**src/rtl/gray_seq_sched.sv**
```systemverilog
// Purpose : round-robin scheduler sharing one 3-bit Gray up/down counter between two requesters.
// Latency : grant/busy one edge after the request; N counter steps on the next N edges; done for one cycle; then IDLE.
// Backpressure: none; requests are level signals sampled only in IDLE, and a losing requester simply waits.
//
// Ports:
//   clk             rising-edge clock
//   reset           asynchronous, active-low; clears all state
//   req0/req1       request levels, sampled only in IDLE
//   dir0/dir1       run direction (0 = up, 1 = down), captured with the grant
//   steps0/steps1   run length in counter steps, captured with the grant
//   grant           one-hot owner (bit0 = requester 0), 00 when idle
//   busy            high whenever the FSM is not in IDLE
//   done            one-cycle completion pulse (DONE state)
//   gray            current Gray counter value
//   Spres / Sfut    present (registered) / next (combinational) FSM state
module gray_seq_sched #(
  parameter int STEPS_W = 4
) (
  input  logic               clk,
  input  logic               reset,
  input  logic               req0,
  input  logic               req1,
  input  logic               dir0,
  input  logic               dir1,
  input  logic [STEPS_W-1:0] steps0,
  input  logic [STEPS_W-1:0] steps1,
  output logic [1:0]         grant,
  output logic               busy,
  output logic               done,
  output logic [2:0]         gray,
  output logic [1:0]         Spres,
  output logic [1:0]         Sfut
);

  typedef enum logic [1:0] {
    S_IDLE = 2'b00,
    S_RUN  = 2'b01,
    S_DONE = 2'b10,
    S_BAD  = 2'b11
  } state_t;

  localparam logic [STEPS_W-1:0] STEP_ONE = STEPS_W'(1);

  state_t             r_state;
  state_t             w_next;
  logic [2:0]         r_gray;
  logic [1:0]         r_grant;
  logic               r_last;   // index of the requester served most recently
  logic               r_dir;
  logic [STEPS_W-1:0] r_rem;

  logic               w_any;
  logic               w_pick1;
  logic               w_dir;
  logic [STEPS_W-1:0] w_steps;

  // One Gray position forward or backward: convert to binary, step, convert back.
  // The 3-bit arithmetic wraps, which gives the seamless 100 <-> 000 transition.
  function automatic logic [2:0] gray_step(input logic [2:0] g, input logic down);
    logic [2:0] b;
    logic [2:0] nb;
    b[2] = g[2];
    b[1] = g[2] ^ g[1];
    b[0] = g[2] ^ g[1] ^ g[0];
    nb   = down ? (b - 3'd1) : (b + 3'd1);
    return nb ^ (nb >> 1);
  endfunction

  // Requester 1 wins if it is alone, or on a tie when requester 0 was served last.
  assign w_any   = req0 | req1;
  assign w_pick1 = req1 & (~req0 | ~r_last);
  assign w_dir   = w_pick1 ? dir1 : dir0;
  assign w_steps = w_pick1 ? steps1 : steps0;

  always_comb begin
    w_next = S_IDLE;
    case (r_state)
      S_IDLE: begin
        if (w_any) begin
          w_next = (w_steps != '0) ? S_RUN : S_DONE;
        end
      end
      // r_rem of 0 cannot occur in RUN; treating it like the final step keeps the FSM from sticking.
      S_RUN:   w_next = (r_rem <= STEP_ONE) ? S_DONE : S_RUN;
      S_DONE:  w_next = S_IDLE;
      default: w_next = S_IDLE;
    endcase
  end

  always_ff @(posedge clk or negedge reset) begin
    if (!reset) begin
      r_state <= S_IDLE;
      r_gray  <= 3'b000;
      r_grant <= 2'b00;
      r_last  <= 1'b1;
      r_dir   <= 1'b0;
      r_rem   <= '0;
    end else begin
      r_state <= w_next;
      case (r_state)
        S_IDLE: begin
          if (w_any) begin
            r_grant <= w_pick1 ? 2'b10 : 2'b01;
            r_last  <= w_pick1;
            r_dir   <= w_dir;
            r_rem   <= w_steps;
          end
        end
        S_RUN: begin
          r_gray <= gray_step(r_gray, r_dir);
          r_rem  <= r_rem - STEP_ONE;
        end
        S_DONE:  r_grant <= 2'b00;
        default: r_grant <= 2'b00;
      endcase
    end
  end

  assign grant = r_grant;
  assign gray  = r_gray;
  assign busy  = (r_state != S_IDLE);
  assign done  = (r_state == S_DONE);
  assign Spres = r_state;
  assign Sfut  = w_next;

endmodule
```
**config.mk**
```make
export PLATFORM = sky130hd
export DESIGN_NAME = gray_seq_sched
export DESIGN_NICKNAME = d
export VERILOG_FILES = /design/src/rtl/gray_seq_sched.sv
export SDC_FILE = /design/constraint.sdc
export NUM_CORES = 1
export LEC_CHECK = 0
export BUFFER_PORTS_ARGS = -buffer_cell sky130_fd_sc_hd__buf_2
export CORE_MARGIN = 10
export CORE_UTILIZATION = 48
export DETAILED_ROUTE_END_ITERATION = 6
export GPL_TIMING_DRIVEN = 0
export PLACE_DENSITY = 0.74
export SYNTH_ARGS = -nofsm -noshare
export SYNTH_HDL_FRONTEND = slang
export SYNTH_SLANG_ARGS = --single-unit
```
**constraint.sdc**
```tcl
create_clock -name clk -period 2.14 [get_ports clk]
set_clock_uncertainty 0.05 [all_clocks]
set_input_delay 0.214 -clock clk [delete_from_list [all_inputs] [get_ports clk]]
set_output_delay 0.214 -clock clk [all_outputs]
set_load 0.1 [all_outputs]
```
**Yosys cells after proc, flatten, opt, wreduce, memory -nomap -nowiden**

Index checks and enable logic that the tools add are counted.

- Memory bits (read-only): 0
- Register bits after elaboration: 13
- Bits in latches: 0
- RAM bits: 0
- Input bits: 14
- Memories kept: 0

- Div/mod/pow operators: 0
- Multiply operators: 0
- Mux-type cells: 12
- Add/subtract/negate cells: 3
- Bitwise logic cells: 9
- Order comparisons: 1
- Equality and inequality tests: 3
- Reductions and logical operators: 7
- Shift-type cells: 0

Operators by type and width:

| cell | count |
|---|---|
| 2-to-1 mux 2 bit | 5 |
| 2-to-1 mux 4 bit | 2 |
| one-hot mux 2 bit (2 select lines) | 2 |
| one-hot mux 4 bit (2 select lines) | 1 |
| AND reduction 2 bit | 3 |
| <= comparator 4 x 1 -> 1 bit, second input constant | 1 |
| nonzero test 2 bit | 2 |
| nonzero test 4 bit | 1 |
| subtractor 4 x 1 -> 4 bit, second input constant | 1 |
| adder 3 x 1 -> 3 bit, second input constant | 1 |
| 2-to-1 mux 3 bit | 1 |
| NOT 1 bit | 3 |
| subtractor 3 x 1 -> 3 bit, second input constant | 1 |
| XOR 3 x 2 -> 3 bit | 1 |
| equality test 2 x 1 -> 1 bit, second input constant | 1 |
| equality test 2 bit, second input constant | 1 |
| zero test 2 bit | 1 |
| != test 2 bit, second input constant | 1 |
| bitwise OR 1 bit | 2 |
| XOR 1 bit | 2 |
| AND 1 bit | 1 |
| 2-to-1 mux 1 bit | 1 |

**Longest topological paths before layout**

Gate-level depths: netlist of run 1.

- Depth in word-level cells: 8
- Gate-level depth with buffers: 5
- Gate-level depth less buffers: 5

**Worst setup path before layout of run 1**

OpenSTA, ideal clock, no wires.

- Path kind: flip-flop to flip-flop
- From: register r_state[0], in the netlist Spres[0]
- To: register r_state[1], in the netlist Spres[1]
- Stages on the path, launching flop included: 5
- Arrival time: 4.126 ns
- Library setup time: 0.366 ns
- Period minus slack after synthesis: 4.541 ns
- Setup slack: -2.401 ns
- Path buffers: 1
- Cells stage by stage: dfrtp_1 buf_2 nor2_1 inv_1 o32ai_1

- Word-level cells in the longest chain between the ends: 2
- Elaborated cells on any way between the ends: 3

Ends and longest elaborated chain:

| item | line | source |
|---|---|---|
| from (decl) | 44 | `state_t r_state;` |
| from (signal assigned) | 99 | `r_state <= w_next;` |
| equality test 2 x 1 -> 1 bit or zero test 2 bit (tied branches) | 77 | `case (r_state)` |
| one-hot mux 2 bit (2 select lines) * | 77 |  |
| named net Sfut[1] | 32 | `output logic [1:0] Sfut` |

The timed path passes the listed nets; every way through them passes the cells marked *.
A chain may end at the register's enable or synchronous reset.

**Worst setup path after layout of run 1**

- From: register r_last
- To: output port Sfut[1]

- Word-level cells in the longest chain between the ends: 8

Ends and longest elaborated chain:

| item | line | source |
|---|---|---|
| from (decl) | 48 | `logic r_last;` |
| from (signal assigned) | 104 | `r_last <= w_pick1;` |
| NOT 1 bit | 71 | `assign w_pick1 = req1 & (~req0 \| ~r_last);` |
| bitwise OR 1 bit | 71 |  |
| AND 1 bit | 71 |  |
| 2-to-1 mux 4 bit | 73 | `assign w_steps = w_pick1 ? steps1 : steps0;` |
| nonzero test 4 bit | 80 | `w_next = (w_steps != '0) ? S_RUN : S_DONE;` |
| 2-to-1 mux 2 bit | 80 |  |
| 2-to-1 mux 2 bit | 79 | `if (w_any) begin` |
| one-hot mux 2 bit (2 select lines) | 77 |  |
| to (decl) | 32 |  |

No other way between the ends.

==> results of run 1 <==
## cell families after synthesis
family / share of synthesized area
AND/OR/NAND/NOR: 0.147
AO/OA/AOI/OAI: 0.182
flip-flops: 0.436
multiplexers: 0.125
buffers and inverters: 0.0417
XOR/XNOR: 0.0351
adder cells (fa/ha/maj): 0.0334
## repair_timing
action                                  in CTS  in global routing
hold endpoints to repair                    12                  0
pin swaps                                    0                  2
endpoints found under the setup margin       2                  2
buffers inserted                             0                  1
gates resized for setup                      4                  3
cloned                                       0                  0
hold buffers                                 1                  0
## area by class of cell
type	instances	area (sq um)	share of cell area
tap	16	20.0	0.0196
multi-input combinational	51	440	0.431
timing repair buffer	26	150	0.147
sequential	13	334	0.327
inverter	6	26.3	0.0257
buffer	2	25.0	0.0245
clock buffer	4	26.3	0.0257
## flip-flops by register name, summed over array words and instances (netlist names)
| name | flops |
|---|---|
| Spres | 2 |
| grant | 2 |
| gray | 3 |
| r_last | 1 |
| r_dir | 1 |
| r_rem | 4 |
## per-layer routing
layer	part of all wire	up-vias	track usage
met4	0.0066	0	0.0577
met2	0.47	21	0.171
met5	0	-	0
met1	0.44	302	0.145
met3	0.079	2	0.0429
li1	-	325	-
## metrics by stage
stage                     cell area (sq um)  setup TNS (ps)   util
final                                  1020               0  0.687
after global routing                   1020               0  0.687
after detailed placement                947               0  0.636
after floorplan                         807           -1010      -
after CTS                               998               0  0.671
after global placement                  947               0  0.636
## worst paths after layout
kind                            slack [ps]  depth (start not counted)        to
worst max-delay path                    90                          4   Sfut[1]
worst min-delay path                   120                          2    r_last
worst max register to register         620                          3  r_rem[3]
worst min register to register         490                          2  grant[0]
max in group asynchronous             1460                          2    r_last
min in group asynchronous              300                          2  Spres[0]
## cells in the mapped netlist
cell type | n | area (sq um)
sky130_fd_sc_hd__a21boi_4 | 1 | 18.8
sky130_fd_sc_hd__a21oi_1 | 3 | 15.0
sky130_fd_sc_hd__a221oi_1 | 1 | 8.76
sky130_fd_sc_hd__a222oi_1 | 3 | 30.0
sky130_fd_sc_hd__a22o_1 | 1 | 8.76
sky130_fd_sc_hd__a31oi_1 | 1 | 6.26
sky130_fd_sc_hd__buf_2 | 1 | 5.00
sky130_fd_sc_hd__clkbuf_1 | 1 | 3.75
sky130_fd_sc_hd__dfrtp_1 | 12 | 300
sky130_fd_sc_hd__dfstp_2 | 1 | 26.3
sky130_fd_sc_hd__ha_1 | 2 | 25.0
sky130_fd_sc_hd__inv_1 | 6 | 22.5
sky130_fd_sc_hd__mux2_2 | 3 | 33.8
sky130_fd_sc_hd__mux2i_1 | 6 | 60.1
sky130_fd_sc_hd__nand2_1 | 2 | 7.51
sky130_fd_sc_hd__nand2b_1 | 3 | 18.8
sky130_fd_sc_hd__nand3b_1 | 1 | 7.51
sky130_fd_sc_hd__nor2_1 | 3 | 11.3
sky130_fd_sc_hd__nor2b_1 | 3 | 18.8
sky130_fd_sc_hd__nor3_1 | 2 | 10.0
sky130_fd_sc_hd__nor3_2 | 1 | 10.0
sky130_fd_sc_hd__nor4_1 | 2 | 12.5
sky130_fd_sc_hd__o211ai_1 | 1 | 7.51
sky130_fd_sc_hd__o21ai_0 | 5 | 25.0
sky130_fd_sc_hd__o31ai_1 | 1 | 7.51
sky130_fd_sc_hd__o32ai_1 | 1 | 8.76
sky130_fd_sc_hd__or2_2 | 1 | 6.26
sky130_fd_sc_hd__or2b_1 | 1 | 7.51
sky130_fd_sc_hd__xnor2_1 | 3 | 26.3
## worst max-delay path, delay by kind of cell (launching register included)
kind | cells | cell delay [ps]
compound gates | 2 | 430
mux | 1 | 220
buf+inv | 1 | 270
flops | 1 | 580
==> results.env, run 1 <==
STATUS='completed'
POST_DRT_VIA_CELL_RATIO=5.51
CORE_BOX_AREA_SQ_MM=0.00149
ENDPOINT_KIND='output port'
GRT_ANTENNA_BEFORE_REPAIR=0
CTSROOTBUFFERMASTER='sky130_fd_sc_hd__clkbuf_4'
STD_CELL_ROWS=14
SEQUENTIAL_SHARE_OF_THE_SYNTHESIZED_AREA=0.436
HPWL_UM=1500
CLOCK_SINKS=13
WORST_HOLD_SLACK_PS=121
SYNTH_AREA_SQ_UM=749
CRITPATHLAUNCH='r_last'
POST_DETAILED_ROUTING_WIRE_LENGTH_UM=1960
LAYOUTNONFILLERINSTCOUNT=118
WL_PER_CELL_UM=16.6
HOLDCRITSTARTPOINT='req0'
WORST_HOLD_PATH_TYPE='in -> reg'
LAYOUT_MIN_CYCLE_TIME_PS=2050
CLK_PIN_SLEW_PS=80
PRE_ANTENNA_DRT_ITERS=4
YOSYS_REGISTER_BITS=13
DRTITER0DRC=11
NUMCTSBUFFERS=3
ANTENNA-DIODE-COUNT=0
TIMING.FINAL.SETUP_VIOLATIONS=0
GRT_OVERFLOW_TOTAL=0
NUM-FILL-CELLS=126
GRT_PASS1_VIAS=694
MAX_FREQ_MHz=488
WORSTSKEWPAIRLATENCY_PS=270
TRITONCTS='done'
NUMBER_OF_VIAS_AFTER_DETAILED_ROUTING=650
MAXCAPVIOLCOUNT=0
ROUTE.DETAILED.DRC=0
DIEAREA_SQ_MM=0.00354
DRIVE_ABOVE_1_SHARE=0.441
CRITPATHMAXFANOUT=7
INPUT_OUTPUT_BUFFERS=24
FIN_WS_PS=89.1
HOLD_VIOL=0
TIMING_WORST_SLEW_PIN_VALUE_PS=489
PLACEMENT.SETUP.WORST_SLACK_PS=135
TIMING.CRITICAL_PATH.REQUIRED_PS=1880
STARTPOINT_CLASS_OF_THE_CRITICAL_PATH='register'
RSZ_0062_RAISED_AFTER_GLOBAL_ROUTING='false'
LAYOUT.CELLS.MOST_COMMON_LIST='sky130_fd_sc_hd__buf_2, sky130_fd_sc_hd__dfrtp_1, sky130_fd_sc_hd__inv_1, sky130_fd_sc_hd__o21ai_0, sky130_fd_sc_hd__mux2i_1'
GR-USAGE-ALL-LAYERS=0.116
GRT_MAX_DEGREE=14
DIE-HEIGHT_UM=59.5
LAYOUT_COMMONEST_CELL='sky130_fd_sc_hd__buf_2'
DIE_X_UM=59.5
GATE_COUNT_OF_THE_MAPPED_NETLIST=72
GLOBAL_ROUTE_WIRE_LENGTH_BEFORE_REPAIR_UM=3220
FINAL_MAX_SLEW_VIOL_COUNT=0
STARTING_UTILIZATION_OF_THE_CORE_AREA=0.503
POSTSYNTHAREAPERCELL_SQ_UM=10.4
WORSTPATHARRIVAL_PS=1790
REG2REG_FROM='Spres[1]'
GPL_WTD_CONG=0.798
CRITICAL_PATH_CLASS='reg -> out'
IO_PINS=25
CP_CELL_SEQUENCE='a21boi_4, mux2i_4, o32ai_4, buf_6'
CTS_MAX_LEVEL=1
CPPEAKSTAGEDELAY_PS=580
SYNTH_CELL_TYPE_COUNT=29
FINAL_NETS=119
FINAL_MIN_PERIOD_OVER_CLOCK_PERIOD=0.958
TIMING.CRITICAL_PATH.SLOWEST_STAGE_CELL='sky130_fd_sc_hd__dfstp_2'
TOTAL_NETS_AFTER_SYNTHESIS=88
AREA_GROWTH_SYN_TO_LAYOUT_PCT=36.4
DETAIL-ROUTE-ANTENNA-NETS=0
WORST_SLEW_MARGIN_REL=0.676
CLK_PATH_BUF_DEPTH=2
DP.CELLS=112
YOSYS_WARNINGS=0
Power of run 1 is left out: the tool's default activity adds up to more than one toggle a clock period on the data nets, which glitch-free logic cannot reach.
==> inputs of run 2 (changes only) <==
--- a/config.mk
+++ b/config.mk
@@ -7,10 +7,10 @@
 export LEC_CHECK = 0
 export BUFFER_PORTS_ARGS = -buffer_cell sky130_fd_sc_hd__buf_2
 export CORE_MARGIN = 10
-export CORE_UTILIZATION = 48
+export CORE_UTILIZATION = 30
 export DETAILED_ROUTE_END_ITERATION = 6
 export GPL_TIMING_DRIVEN = 0
-export PLACE_DENSITY = 0.74
+export PLACE_DENSITY = 0.6
 export SYNTH_ARGS = -nofsm -noshare
 export SYNTH_HDL_FRONTEND = slang
 export SYNTH_SLANG_ARGS = --single-unit
==> results.env, run 2 (synthesized netlist as in run 1, its figures left out) <==
IO_PINS=25  # unchanged
DP.CELLS=126  # +13%
GRT_MAX_DEGREE=14  # unchanged
GRT.MET3_USAGE=0.0268  # -0.0161
NUMBER_OF_VIAS_AFTER_DETAILED_ROUTING=659  # +1.4%
AREA_GROWTH_SYN_TO_LAYOUT_PCT=40.1
STATUS='completed'
LAYOUTNONFILLERINSTCOUNT=135  # +14%
GRT.MET2_USAGE=0.132  # -0.0390
TIMING.HOLD.WORST_PATH_DEPTH=2  # unchanged
DIEAREA_SQ_MM=0.00490  # +38%
GR-USAGE-ALL-LAYERS=0.0815  # -0.0348
POST_DETAILED_ROUTING_WIRE_LENGTH_UM=1990  # +1.9%
POST_DRT_VIA_CELL_RATIO=4.88  # -11%
WORSTSKEWPAIRLATENCY_PS=270  # about the same
GRT_UTIL_MET1=0.0953  # -0.0495
LAYOUT_COMMONEST_CELL='sky130_fd_sc_hd__buf_2'
NUM-FILL-CELLS=241  # +91%
MAX_FREQ_MHz=497  # +1.9%
TIMING_WORST_SLEW_PIN_VALUE_PS=491  # +2.12 ps
FLIP_FLOP_COUNT_OF_THE_LARGEST_REGISTER_AFTER_LAYOUT=4  # unchanged
CORE_BOX_AREA_SQ_MM=0.00243  # +63%
NUMCTSBUFFERS=3  # unchanged
CLOCK_SINKS=13  # unchanged
GPL_WTD_CONG=0.753  # -5.6%
COMBINED_AREA_OF_THE_MULTI_INPUT_LOGIC_CELLS_SQ_UM=432  # -2.0%
WORST_SLEW_MARGIN_REL=0.675  # -0.00141
DELAY_HEAVIEST_FAMILY_CP='flip-flops'
FINAL_MAX_SLEW_VIOL_COUNT=0  # unchanged
STARTPOINT_CLASS_OF_THE_CRITICAL_PATH='register'
WORSTPATHARRIVAL_PS=1750  # -40 ps
WL_PER_CELL_UM=14.8  # -11%
DRIVE_ABOVE_1_SHARE=0.457  # +0.0160
DETAIL-ROUTE-ANTENNA-NETS=0  # unchanged
GLOBAL_ROUTE_WIRE_LENGTH_BEFORE_REPAIR_UM=3350  # +4.3%
FINAL_MIN_PERIOD_OVER_CLOCK_PERIOD=0.940  # -0.0181
REG2REG_FROM='Spres[1]'
ENDPOINT_KIND='output port'
UTIL_AFTER_LAYOUT=0.432  # -0.255
CRITICAL_PATH_CLASS='reg -> out'
HPWL_UM=1520  # +1.5%
FINAL_NETS=122  # +2.5%
STARTING_UTILIZATION_OF_THE_CORE_AREA=0.308  # -0.195
LAYOUT.AREA.SEQ_SQ_UM=334  # unchanged
TRITONCTS='done'
WORSTREGTOREGCELLS=3  # unchanged
CRITPATHMAXFANOUT=5  # -2
TIMING.CRITICAL_PATH.REQUIRED_PS=1880  # about the same
DIE-HEIGHT_UM=70.0  # +18%
WORST_HOLD_PATH_TYPE='in -> reg'
MAXCAPVIOLCOUNT=0  # unchanged
WORSTREG2REGEND='r_rem[3]'
HOLDCRITSTARTPOINT='req0'
DIE_X_UM=70.0  # +18%
ROUTE.DETAILED.DRC=0  # unchanged
CPPEAKSTAGEDELAY_PS=580  # about the same
TIMING.CRITICAL_PATH.SLOWEST_STAGE_CELL='sky130_fd_sc_hd__dfstp_2'
STD_CELL_ROWS=18  # +4
CLK_PATH_BUF_DEPTH=2  # unchanged
CTS_MAX_LEVEL=1  # unchanged
REGMOSTFLOPS='r_rem'
GRT_OVERFLOW_TOTAL=0  # unchanged
CTSROOTBUFFERMASTER='sky130_fd_sc_hd__clkbuf_4'
CRITICAL_PATH_BUF_INV_COUNT=1  # unchanged
TIMING.FINAL.SETUP_VIOLATIONS=0  # unchanged
HOLDPATHEND='r_last'
LAYOUT.CELLS.MOST_COMMON_LIST='sky130_fd_sc_hd__buf_2, sky130_fd_sc_hd__dfrtp_1'
ANTENNA-DIODE-COUNT=0  # unchanged
GLOBAL_ROUTE.PEAK_USAGE_LAYER='met2'
LAYOUT_MIN_CYCLE_TIME_PS=2010  # -38.8 ps
CLK_PIN_SLEW_PS=80  # about the same
INPUT_OUTPUT_BUFFERS=24  # unchanged
GRT_PASS1_VIAS=704  # +1.4%
PRE_ANTENNA_DRT_ITERS=4  # unchanged
CP_CELL_SEQUENCE='a21boi_4, mux2i_2, o32ai_4, buf_4'
GRT_ANTENNA_BEFORE_REPAIR=0  # unchanged
REG2REG_SETUP_SLACK_PS=610  # about the same
HOLD_VIOL=0  # unchanged
DRTITER0DRC=36  # +25
RSZ_0062_RAISED_AFTER_GLOBAL_ROUTING='false'
-- run 2: changes by cell type in the layout (fill, tap and decap cells not counted), sizes merged --
| cell | delta |
|---|---|
| buf | +3 |
-- run 2: stage by stage --
| stage | hold WS [ps] | setup WS [ps] | instance area, sq um | TNS [ps] |
|---|---|---|---|---|
| after global routing | 137 | 16.4 | 1050 | 0 |
| final | 126 | 128 | 1050 | 0 |
| after CTS | 107 | 13.1 | 1020 | 0 |
| after detailed placement | 78.1 | 120 | 965 | 0 |
| after global placement | 71.6 | 121 | 965 | 0 |
| after floorplan | -132 | -509 | 807 | -1010 |
-- run 2: per-layer routing --
| metal | vias to the layer above | wire length, um |
|---|---|---|
| met4 | 0 | 0 |
| met3 | 0 | 132 |
| met1 | 308 | 883 |
| met2 | 18 | 976 |
| li1 | 333 | - |
| met5 | - | 0 |
-- run 2: area by class of cell --
class | count | area share
multi-input cells | 51 | 0.411
flip-flops and latches | 13 | 0.318
repair buffers | 29 | 0.161
well taps | 30 | 0.0358
clock buffers | 4 | 0.0250
inverters | 6 | 0.0250
plain buffers | 2 | 0.0238
-- run 2: worst reg2reg max path, delay by kind of cell (launching register included) --
family                 cells  cell delay [ps]
and+or+nand+nor            1              350
buffers and inverters      1              170
AOI/OAI and AO/OA          1              370
DFF                        1              480
-- run 2: how the worst max path moves through the flow --
stage	startpoint	endpoint	slack (ps)	cells past startpoint
5_1_grt	Spres[0]	Sfut[1]	20	5
2_1_floorplan	Spres[0]	Spres[1]	-510	4
3_3_place_gp	req1	Sfut[0]	120	5
4_1_cts	r_last	Sfut[0]	10	4
3_5_place_dp	req1	Sfut[0]	120	5
6_report	r_last	Sfut[1]	130	4
-- run 2: repair_timing --
| item | CTS | global route |
|---|---|---|
| hold endpoints to repair | 12 | 0 |
| gates resized for setup | 4 | 1 |
| pin swaps | 0 | 1 |
| endpoints found under the setup margin | 2 | 2 |
| hold buffers | 1 | 0 |
| buffers inserted | 0 | 4 |
Power of run 2 is left out for the same reason.
